`config.mk`:
```
export PLATFORM = sky130hd
export DESIGN_NAME = pattern_sequencer
export DESIGN_NICKNAME = d
export VERILOG_FILES = /design/src/rtl/pattern_sequencer_pkg.sv /design/src/rtl/pattern_sequencer_tick_divider.sv /design/src/rtl/pattern_sequencer.sv
export SDC_FILE = /design/constraint.sdc
export NUM_CORES = 1
export LEC_CHECK = 0
export ABC_CLOCK_PERIOD_IN_PS = 4100
export CAP_MARGIN = 40
export CORE_ASPECT_RATIO = 2
export CORE_MARGIN = 3
export CORE_UTILIZATION = 64
export CTS_CLUSTER_DIAMETER = 30
export DETAILED_ROUTE_END_ITERATION = 16
export DONT_BUFFER_PORTS = 1
export PLACE_DENSITY_LB_ADDON = 0.1
export REMOVE_ABC_BUFFERS = 1
export SYNTH_ARGS = -nofsm -noshare
export SYNTH_HDL_FRONTEND = slang
export SYNTH_SLANG_ARGS = --single-unit
```
`constraint.sdc`:
```
create_clock -name CLK -period 4.1 [get_ports CLK]
set_clock_uncertainty 0.15 [all_clocks]
set_input_delay 1.025 -clock CLK [delete_from_list [all_inputs] [get_ports CLK]]
set_output_delay 1.025 -clock CLK [all_outputs]
set_load 0.01 [all_outputs]
```
`src/rtl/pattern_sequencer_pkg.sv`:
```
// Shared types and helpers for the pattern sequencer.
//   state_t       : playback state machine encoding (IDLE / RUN)
//   MODE_LOOP     : mode input value that repeats the frame
//   MODE_ONESHOT  : mode input value that plays one frame and stops
//   clamp_length  : maps a requested frame length onto 1..max_len
package pattern_sequencer_pkg;

  typedef enum logic {
    IDLE = 1'b0,
    RUN  = 1'b1
  } state_t;

  localparam logic MODE_LOOP    = 1'b0;
  localparam logic MODE_ONESHOT = 1'b1;

  // A length of 0, or anything longer than the pattern storage, plays the
  // full pattern width.
  function automatic int unsigned clamp_length(input int unsigned len,
                                               input int unsigned max_len);
    return ((len == 0) || (len > max_len)) ? max_len : len;
  endfunction

endpackage

```
`src/rtl/pattern_sequencer_tick_divider.sv`:
```
// Programmable tick divider: a TICK_W counter that runs 0..rate-1 while
// enabled and flags the last count of each period.
//   clk   : clock
//   rst   : synchronous reset, active-high
//   load  : capture rate (0 treated as 1) and restart the count at 0
//   rate  : cycles per tick period
//   clear : force the count back to 0 (lower priority than load)
//   en    : let the count advance; also qualifies the tick output
//   tick  : high during the final cycle (count == rate-1) of each period
module pattern_sequencer_tick_divider #(
  parameter int TICK_W = 32
) (
  input  logic              clk,
  input  logic              rst,
  input  logic              load,
  input  logic [TICK_W-1:0] rate,
  input  logic              clear,
  input  logic              en,
  output logic              tick
);

  logic [TICK_W-1:0] rate_q;
  logic [TICK_W-1:0] count_q;
  logic              at_end;

  assign at_end = (count_q == rate_q - TICK_W'(1));
  assign tick   = en && at_end;

  // NOTE: sequential state is assigned with <= only, so every register in
  // the design samples the pre-edge value of every other register.
  always_ff @(posedge clk) begin
    if (rst) begin
      rate_q  <= '0;
      count_q <= '0;
    end else if (load) begin
      rate_q  <= (rate == '0) ? TICK_W'(1) : rate;
      count_q <= '0;
    end else if (clear) begin
      count_q <= '0;
    end else if (en) begin
      count_q <= at_end ? '0 : count_q + TICK_W'(1);
    end
  end

endmodule

```
`src/rtl/pattern_sequencer.sv`:
```
// Multi-channel pattern sequencer: plays CHANNELS bit patterns in lockstep,
// one bit per programmable tick period, with double-buffered loading.
//   CLK, RST     : clock and synchronous active-high reset
//   load         : write load_pattern into the staging buffer of load_channel
//   load_channel : target channel; values >= CHANNELS are ignored
//   load_pattern : pattern, bit 0 plays first
//   start, stop  : begin playback (from IDLE only) / abort playback
//   mode         : 0 = loop, 1 = one-shot (sampled at start)
//   tick_rate    : cycles per bit, 0 acts as 1 (sampled at start)
//   length       : bits per frame, 0 or too large acts as MESSAGE_WIDTH
//   out          : current bit of each channel's active pattern, 0 when idle
//   busy         : high while playing
//   frame        : one-cycle pulse when bit 0 of a frame is first shown
//   done         : one-cycle pulse when a one-shot frame completes
//   bit_index    : index of the bit currently shown
module pattern_sequencer
  import pattern_sequencer_pkg::*;
#(
  parameter  int CHANNELS      = 2,
  parameter  int MESSAGE_WIDTH = 32,
  parameter  int TICK_W        = 32,
  localparam int CH_W          = (CHANNELS > 1) ? $clog2(CHANNELS) : 1,
  localparam int IDX_W         = $clog2(MESSAGE_WIDTH),
  localparam int LEN_W         = $clog2(MESSAGE_WIDTH + 1)
) (
  input  logic                     CLK,
  input  logic                     RST,
  input  logic                     load,
  input  logic [CH_W-1:0]          load_channel,
  input  logic [MESSAGE_WIDTH-1:0] load_pattern,
  input  logic                     start,
  input  logic                     stop,
  input  logic                     mode,
  input  logic [TICK_W-1:0]        tick_rate,
  input  logic [LEN_W-1:0]         length,
  output logic [CHANNELS-1:0]      out,
  output logic                     busy,
  output logic                     frame,
  output logic                     done,
  output logic [IDX_W-1:0]         bit_index
);

  state_t             state_q;
  state_t             next_state;
  logic               mode_q;
  logic [LEN_W-1:0]   len_q;
  logic [IDX_W-1:0]   bit_index_q;
  logic               frame_q;
  logic               done_q;
  logic               tick;
  logic               last_bit;
  logic               start_go;
  logic               frame_end;
  logic               wrap;
  logic               finish;
  logic               copy;
  logic [CHANNELS-1:0] active_bit;

  // stop has priority over start and over every end-of-frame action.
  assign start_go  = (state_q == IDLE) && start && !stop;
  assign last_bit  = (LEN_W'(bit_index_q) == len_q - LEN_W'(1));
  assign frame_end = (state_q == RUN) && tick && last_bit;
  assign wrap      = frame_end && !stop && (mode_q == MODE_LOOP);
  assign finish    = frame_end && !stop && (mode_q == MODE_ONESHOT);
  // Active buffers reload from staging on every start and every loop wrap.
  assign copy      = start_go || wrap;

  always_ff @(posedge CLK) begin
    if (RST) state_q <= IDLE;
    else     state_q <= next_state;
  end

  // NOTE: every signal written in an always_comb gets a default on entry so
  // no path through the block leaves it unassigned and infers a latch.
  always_comb begin
    next_state = state_q;
    case (state_q)
      IDLE:    if (start_go) next_state = RUN;
      RUN:     if (stop || finish) next_state = IDLE;
      default: next_state = IDLE;
    endcase
  end

  always_comb begin
    busy = 1'b0;
    out  = '0;
    if (state_q == RUN) begin
      busy = 1'b1;
      out  = active_bit;
    end
  end

  assign frame     = frame_q;
  assign done      = done_q;
  assign bit_index = bit_index_q;

  // The counter is held at 0 whenever the next state is IDLE, so a stop or
  // a one-shot finish leaves it cleared for the following start.
  pattern_sequencer_tick_divider #(
    .TICK_W (TICK_W)
  ) u_tick_divider (
    .clk   (CLK),
    .rst   (RST),
    .load  (start_go),
    .rate  (tick_rate),
    .clear (next_state == IDLE),
    .en    (state_q == RUN),
    .tick  (tick)
  );

  always_ff @(posedge CLK) begin
    if (RST) begin
      mode_q      <= MODE_LOOP;
      len_q       <= '0;
      bit_index_q <= '0;
      frame_q     <= 1'b0;
      done_q      <= 1'b0;
    end else begin
      frame_q <= copy;
      done_q  <= finish;
      if (start_go) begin
        mode_q <= mode;
        len_q  <= LEN_W'(clamp_length(32'(length), 32'(MESSAGE_WIDTH)));
      end
      if ((next_state == IDLE) || copy) begin
        bit_index_q <= '0;
      end else if ((state_q == RUN) && tick) begin
        bit_index_q <= bit_index_q + IDX_W'(1);
      end
    end
  end

  for (genvar c = 0; c < CHANNELS; c++) begin : g_chan
    logic [MESSAGE_WIDTH-1:0] staging_q;
    logic [MESSAGE_WIDTH-1:0] active_q;
    logic                     load_hit;

    assign load_hit = load && (load_channel == CH_W'(c));

    // NOTE: the pattern buffers are ordinary flops, so they are cleared by
    // reset along with the control state; a restart after reset plays zeros.
    always_ff @(posedge CLK) begin
      if (RST) begin
        staging_q <= '0;
        active_q  <= '0;
      end else begin
        if (load_hit) staging_q <= load_pattern;
        // A load coinciding with a copy is forwarded straight to active.
        if (copy) active_q <= load_hit ? load_pattern : staging_q;
      end
    end

    assign active_bit[c] = active_q[bit_index_q];
  end

endmodule

```
After elaboration in Yosys (flattened, before gate mapping)
Cells that the tools add are included.
- register bits: 207
- latch bits: 0
- memory bits (writable): 0
- ROM bits: 0
- output and inout port bits: 10
- word-level logic and storage cells: 57
- memories: 0
- add/sub/neg operators: 4
- multiply operators: 0
- div/mod/pow operators: 0
- order comparisons: 2
- eq/ne operators: 2
- shift operators: 0
- mux-type cells: 14
- bitwise logic cells: 4
- reductions and logical operators: 19
- operators by type and width (cell ; number):
    2-to-1 mux 32 bit ; 4
    adder 32 x 1 -> 32 bit, second input constant ; 1
    equality test 32 bit ; 1
    zero test 32 bit ; 1
    subtractor 32 x 1 -> 32 bit, second input constant ; 1
    binary-select mux 1 bit (select 5 bit) ; 2
    logical AND 1 bit ; 10
    equality test 5 x 6 -> 1 bit ; 1
    > comparator 6 bit, second input constant ; 1
    zero test 6 bit ; 1
    less-than comparator 5 x 6 -> 1 bit, second input constant ; 1
    2-to-1 mux 6 bit ; 1
    subtractor 6 x 1 -> 6 bit, second input constant ; 1
    adder 5 x 1 -> 5 bit, second input constant ; 1
    2-to-1 mux 1 bit ; 5
    logical OR 1 bit ; 4
    NOT 1 bit ; 4
    OR reduction 3 bit ; 1
    2-to-1 mux 2 bit ; 1
    one-hot mux 1 bit (2 select lines) ; 1
    OR reduction 2 bit ; 1
    zero test 1 bit ; 1

Logic depth before layout (Yosys ltp)
Gate-level depths: netlist of the first run.
- depth in word-level cells: 13
- gate-level depth with buffers: 13
- depth with buffers taken out: 10

Modules after synthesis
A second synthesis of the first run with hierarchy kept.
- cells, all modules: 963
- area, all modules: 8982.4 um^2
- modules (own cells, without submodules) (module ; instances ; cells each ; area an instance (um^2) ; sequential area each (um^2)):
    pattern_sequencer ; 1 ; 554 ; 5446.5 ; 2862.7
    pattern_sequencer_tick_divider ; 1 ; 409 ; 3535.9 ; 1281.2

Worst setup path after synthesis of the first run
OpenSTA, ideal clock, no wires.
- path kind: flip-flop to output port
- start: register bit_index_q[0], in the netlist bit_index[0]
- end: output port out[0]
- data arrival time: 2.643 ns
- setup slack: 0.282 ns
- stages on the path, launching flop included: 7
- buffers on the path: 2
- cell sequence: dfxtp_1 buf_1 clkbuf_1 mux4_2 mux4_2 mux2i_1 nor2b_1
- longest elaborated chain between the ends: 3
- RTL lines (what ; RTL line ; text):
    start: declaration ; pattern_sequencer.sv:47 ; logic [IDX_W-1:0] bit_index_q;
    start signal: assignment ; pattern_sequencer.sv:128 ; bit_index_q <= bit_index_q + IDX_W'(1);
    binary-select mux 1 bit (select 5 bit) ; pattern_sequencer.sv:153 ; assign active_bit[c] = active_q[bit_index_q];
    2-to-1 mux 1 bit (implied by the code) ; pattern_sequencer.sv:153 ;
    2-to-1 mux 2 bit ; pattern_sequencer.sv:87 ; if (state_q == RUN) begin
    end: declaration ; pattern_sequencer.sv:36 ; output logic [CHANNELS-1:0] out,
Every way passes these cells. The select of a mux whose other input is x is not followed.

Worst setup path after layout of the first run
- start: register bit_index_q[1], in the netlist bit_index[1]
- end: output port out[1]
The elaborated chain is that of the path after synthesis.

==> results_dict.tcl, run 1 <==
set metrics [dict create \
    synth_area_leaders "dfxtp_1, mux2_4, nand2_1" \
    final-hold-violation-count 0 \
    row_count 64 \
    cp-start-kind "flip-flop" \
    drtIter0Drc 378 \
    critPathRequiredTime_ps 2920 \
    tightest_slew_ps 668 \
    ctsHoldBuffers 0 \
    synthArstFlopShare_pct 0 \
    stdcell_area_mm2 0.0110 \
    cp_cell_sequence "buf_4 > mux4_2 > mux4_2 > mux2i_1 > nor2b_1" \
    synth_common_cells "dfxtp_1, nand2_1, a21oi_1, nor2b_1, nor2_1" \
    p_seq_share_pct 43.4 \
    ys_ff_latch 207 \
    die_y_um 183 \
    routed_wl_um 24900 \
    clock_latency_ps 520 \
    maxSlewHeadroom_pct 55.1 \
    cp_slowest_cell "dfxtp_1" \
    syn_avg_cell_area_um2 9.04 \
    swShare_pct 25.7 \
    pin_count 87 \
    synth_cell_type_count 62 \
    hold_path_class "reg2reg" \
    dp_hpwl_um 17200 \
    antenna_left 0 \
    critPathMaxFanout 10 \
    grt_max_degree 171 \
    via_per_inst 5.94 \
    p_sw_mw 1.26 \
    ys_seq_area_share_pct 41.4 \
    dieArea_mm2 0.0173 \
    gr-total-overflow 0 \
    remaining_drc_errors 0 \
    slowest_delay_ps 610 \
    ir_worst_vdd_mv 0.436 \
    vias 7725 \
    holdWs_ps 307 \
    wl_per_cell_um 19.2 \
    initial_core_util_pct 65.5 \
    layout.nets 1163 \
    synth-main-ff-cell "dfxtp_1" \
    r2r_start "u_tick_divider.rate_q[2]" \
    netlist_area_mm2 0.0100 \
    yosys_warnings 0 \
    fin_crit_sh_pct 93.3 \
    combPwrFrac_pct 8.6 \
    dpl-instance-area_mm2 0.0101 \
    rsz0062_at_grt "no" \
    p_leak_nw 4.09 \
    crit_start "bit_index[1]" \
    clkPwrFrac_pct 48.1 \
    synth_top_area_share_pct 41.4 \
    internal_power_mw 3.64 \
    cts_tree "yes" \
    min-delay-start "g_chan[0].staging_q[18]" \
    core-area_mm2 0.0153 \
    first_global_vias 7980 \
    clk_pin_slew_ps 60 \
    synth_top_area_cell "dfxtp_1" \
    place_congestion 0.931 \
    period_needed_ps 3820 \
    maxCapViolCount 0 \
    cts_made_buffers 27 \
    post_cts_resized 0 \
    io_buffers 0 \
    antenna_found_initial 0 \
    htreeDepth 1 \
    crit_top_cell "mux4_2" \
    p_per_area_mw_per_mm2 444 \
    cts_buffer_depth 3 \
    slew_viol_final 0 \
    criticalPathCategory "reg2out" \
    firstDrtPassIters 4 \
    synth_edf_count 0 \
    synthCells 1108 \
    n_antenna_cell 0 \
    grt.total_usage_pct 29.4 \
    setup_viol 0 \
    die_w_um 94.5 \
    drive_gt1_share_pct 15.3 \
    worstPathArrival_ps 2650 \
    fmax_mhz 262 \
    grt_first_pass_wirelength_um 40100 \
    area_growth_pct 10.1 \
    crit_path_end_kind "primary output" \
    yosysMostFrequentCell "dfxtp_1" \
    cts.sinks 207 \
    outcome "completed" \
    root_buffer "clkbuf_16" \
    cts_setup_buffers 0 \
]
==> metrics by stage <==
| stage | setup slack (ps) | util [%] | power, mW | std cells | TNS [ps] |
|---|---|---|---|---|---|
| 6_report | 276 | 72.1 | 4.90 | 1300 | 0 |
| 5_1_grt | 240 | 72.1 | 5.06 | 1300 | 0 |
| 3_5_place_dp | 568 | 66.2 | 2.59 | 1251 | 0 |
| 3_3_place_gp | 653 | 66.2 | 2.58 | 1251 | 0 |
| 4_1_cts | 282 | 72.1 | 4.94 | 1300 | 0 |
| 2_1_floorplan | -3480 | - | 2.48 | 1034 | -222210 |
==> power by group through the flow <==
stage	sequential, mW	combinational, mW	clock (mW)
after global routing	2.13	0.460	2.46
after global placement	2.17	0.414	0
after floorplan	2.15	0.325	0
after CTS	2.12	0.420	2.39
after detailed placement	2.17	0.417	0
final	2.12	0.419	2.35
==> cell families (layout without fill, tap and decap cells) <==
logic type | Yosys count | in the layout | share of synthesized area (%)
compound gates | 160 | 160 | 9.43
xor+xnor | 72 | 72 | 6.30
fa+ha+maj | 4 | 4 | 0.500
buf+inv | 83 | 77 | 3.60
flops | 207 | 207 | 41.4
mux | 87 | 87 | 13.8
simple gates | 495 | 495 | 25.0
==> flip-flops by register name, summed over array words and instances, names as in the netlist <==
signal	count
bit_index	5
done	1
frame	1
g_chan.active_q	64
g_chan.staging_q	64
len_q	6
mode_q	1
state_q	1
u_tick_divider.count_q	32
u_tick_divider.rate_q	32
==> path summary, 6_finish.rpt <==
kind / cells after the start / end / slack (ps)
max: 5 / out[1] / 280
min: 2 / g_chan[0].staging_q[18] / 310
max reg2reg: 9 / g_chan[0].active_q[23] / 510
min reg2reg: 2 / g_chan[0].staging_q[18] / 310
==> per-layer routing <==
| metal | GRT usage (%) | vias up | share of wire (%) |
|---|---|---|---|
| met5 | 0 | - | 0 |
| met4 | 16.7 | 0 | 6.1 |
| met3 | 4.47 | 86 | 4.5 |
| met2 | 55.1 | 176 | 54 |
| met1 | 30.2 | 3676 | 35 |
| li1 | - | 3787 | - |
==> layout by cell type, fill, tap and decap left out, drive strengths merged, types with 9 or more instances in the layout <==
master,synthesis,routed
nand4,14,14
nand2,191,191
clkbuf,57,27
nand3,50,50
buf,17,19
dfxtp,207,207
nor4,28,28
a21oi,112,112
and3,14,14
nor2b,76,76
mux2,64,64
mux4,20,20
nand3b,10,10
inv,9,17
clkinv,0,9
nor3,20,20
nor2,59,59
xnor2,40,40
xor2,32,32
==> worst max-delay path: cells and delay by family (launching register included) <==
family	cells	cell delay, ps
buffers and inverters	1	290
flip-flops	1	610
multiplexers	3	1080
AND/OR/NAND/NOR	1	140
==> area by class of cell <==
| class | instances | area [um^2] |
|---|---|---|
| Clock buffer | 27 | 676 |
| Tap cell | 198 | 248 |
| Sequential cell | 207 | 4140 |
| Clock inverter | 22 | 235 |
| Timing Repair Buffer | 19 | 168 |
| Fill cell | 1180 | 4260 |
| Inverter | 9 | 33.8 |
| Multi-Input combinational cell | 818 | 5530 |
Power figures use the tool's default switching activity.
==> run 2, diff against run 1 <==
--- a/config.mk
+++ b/config.mk
@@ -9,11 +9,10 @@
 export CAP_MARGIN = 40
 export CORE_ASPECT_RATIO = 2
 export CORE_MARGIN = 3
-export CORE_UTILIZATION = 64
+export CORE_UTILIZATION = 58
 export CTS_CLUSTER_DIAMETER = 30
 export DETAILED_ROUTE_END_ITERATION = 16
-export DONT_BUFFER_PORTS = 1
-export PLACE_DENSITY_LB_ADDON = 0.1
+export PLACE_DENSITY_LB_ADDON = 0.2
 export REMOVE_ABC_BUFFERS = 1
 export SYNTH_ARGS = -nofsm -noshare
 export SYNTH_HDL_FRONTEND = slang
==> results_dict.tcl, run 2 (synthesis results as in run 1) <==
set metrics [dict create \
    maxCapViolCount 0 \
    io_buffers 86 \
    cp-start-kind "flip-flop" \
    core-area_mm2 0.0168 \
    p_per_area_mw_per_mm2 415 \
    grt_max_degree 71 \
    remaining_drc_errors 0 \
    critPathMaxFanout 11 \
    pin_count 87 \
    initial_core_util_pct 59.4 \
    slowest_delay_ps 520 \
    clk_pin_slew_ps 60 \
    period_needed_ps 3960 \
    seq_area_mm2 0.00415 \
    n_antenna_cell 0 \
    setup_ws_ps 137 \
    mostFrequentLayoutCell "dfxtp_1" \
    firstDrtPassIters 4 \
    multiInputGateArea_mm2 0.00553 \
    fin_crit_sh_pct 96.7 \
    gr-total-overflow 0 \
    clkPwrFrac_pct 46.1 \
    critPathRequiredTime_ps 2920 \
    vias 8084 \
    maxSlewHeadroom_pct 53.5 \
    first_global_vias 8281 \
    place_ws_ps 619 \
    area_growth_pct 19.2 \
    slew_viol_final 0 \
    internal_power_mw 3.70 \
    cts_made_buffers 27 \
    drtIter0Drc 246 \
    p_leak_nw 4.45 \
    swShare_pct 25.3 \
    crit_path_end_kind "primary output" \
    dp_hpwl_um 17500 \
    ir_worst_vdd_mv 0.457 \
    outcome "completed" \
    fmax_mhz 252 \
    drive_gt1_share_pct 14.5 \
    cp_cell_sequence "buf_12 > mux4_2 > mux4_2 > mux2i_1 > nor2b_1 > clkdlybuf4s50_1" \
    criticalPathCategory "reg2out" \
    worstPathArrival_ps 2790 \
    place_congestion 0.895 \
    setup_viol 0 \
    cp_slowest_cell "mux4_2" \
    grt_first_pass_wirelength_um 39700 \
    antenna_found_initial 0 \
    p_seq_share_pct 42.9 \
    wl_per_cell_um 17.6 \
    path_buf_inv 2 \
    critPathTopFamily "multiplexers" \
    cts_buffer_depth 3 \
    layout_common_cells "dfxtp_1, nand2_1, a21oi_1" \
    die_y_um 192 \
    htreeDepth 1 \
    die_w_um 98.9 \
    cts.sinks 207 \
    dieArea_mm2 0.0190 \
    clock_latency_ps 520 \
    row_count 67 \
    top_regs "g_chan.active_q (64), g_chan.staging_q (64)" \
    root_buffer "clkbuf_16" \
    num-fill-cells 1282 \
    routed_wl_um 24500 \
    crit_top_cell "mux4_2" \
    grt.total_usage_pct 25.8 \
    p_sw_mw 1.25 \
    tightest_slew_ps 691 \
    via_per_inst 5.78 \
    layout.nets 1254 \
    hold_path_class "reg2reg" \
    total_power_mw 4.95 \
    final-hold-violation-count 0 \
    cts_tree "yes" \
    antenna_left 0 \
    ctsHoldBuffers 0 \
    combPwrFrac_pct 11.0 \
]
==> run 2: path summary, 6_finish.rpt <==
kind,to,cells after the start,slack [ps],start
worst max-delay path,out[0],6,140,bit_index[0]
worst min register to register,g_chan[0].staging_q[31],2,310,g_chan[0].staging_q[31]
worst min-delay path,g_chan[0].staging_q[31],2,310,g_chan[0].staging_q[31]
worst max register to register,g_chan[0].active_q[0],10,610,u_tick_divider.rate_q[2]
==> run 2: stage by stage <==
step	setup TNS, ps	area, um^2	hold slack (ps)	std cells	utilization (%)
2_1_floorplan	-222210	9690	279	1034	-
3_3_place_gp	0	11000	296	1350	65.5
3_5_place_dp	0	11000	305	1350	65.5
4_1_cts	0	11900	312	1397	70.7
5_1_grt	-3.39	11900	332	1398	70.9
6_report	0	11900	310	1398	70.9
==> run 2: area by class of cell <==
cell class / count / area share (%)
repair buffers: 110 / 9.16
multi-input cells: 818 / 46.3
well taps: 207 / 2.17
flip-flops and latches: 207 / 34.7
clock inverters: 18 / 1.59
clock buffers: 29 / 5.80
inverters: 9 / 0.283
==> run 2: power by group through the flow <==
stage,sequential [mW],clock [mW],combinational (mW)
floorplan,2.15,0,0.325
global placement,2.17,0,0.533
detailed placement,2.17,0,0.541
CTS,2.12,2.32,0.544
global route,2.13,2.40,0.596
finish,2.12,2.29,0.544
==> run 2: per-layer routing <==
layer / track usage [%] / vias to the layer above / part of all wire, %
met4: 12.9 / 0 / 5.0
met2: 50.2 / 182 / 55
met3: 3.56 / 82 / 3.6
met1: 26.0 / 3848 / 36
met5: 0 / - / 0
li1: - / 3972 / -
==> run 2: what timing repair did <==
item | CTS | global route
endpoints found under the setup margin | 0 | 1
gates resized for setup | 0 | 1
buffers inserted | 0 | 0
hold endpoints to repair | 0 | 0
==> run 2: tightest hold or removal path, cell delays in order, from the launching register on <==
cell and delay, ps:
dfxtp_1 300, nand2_1 40, a21oi_1 70
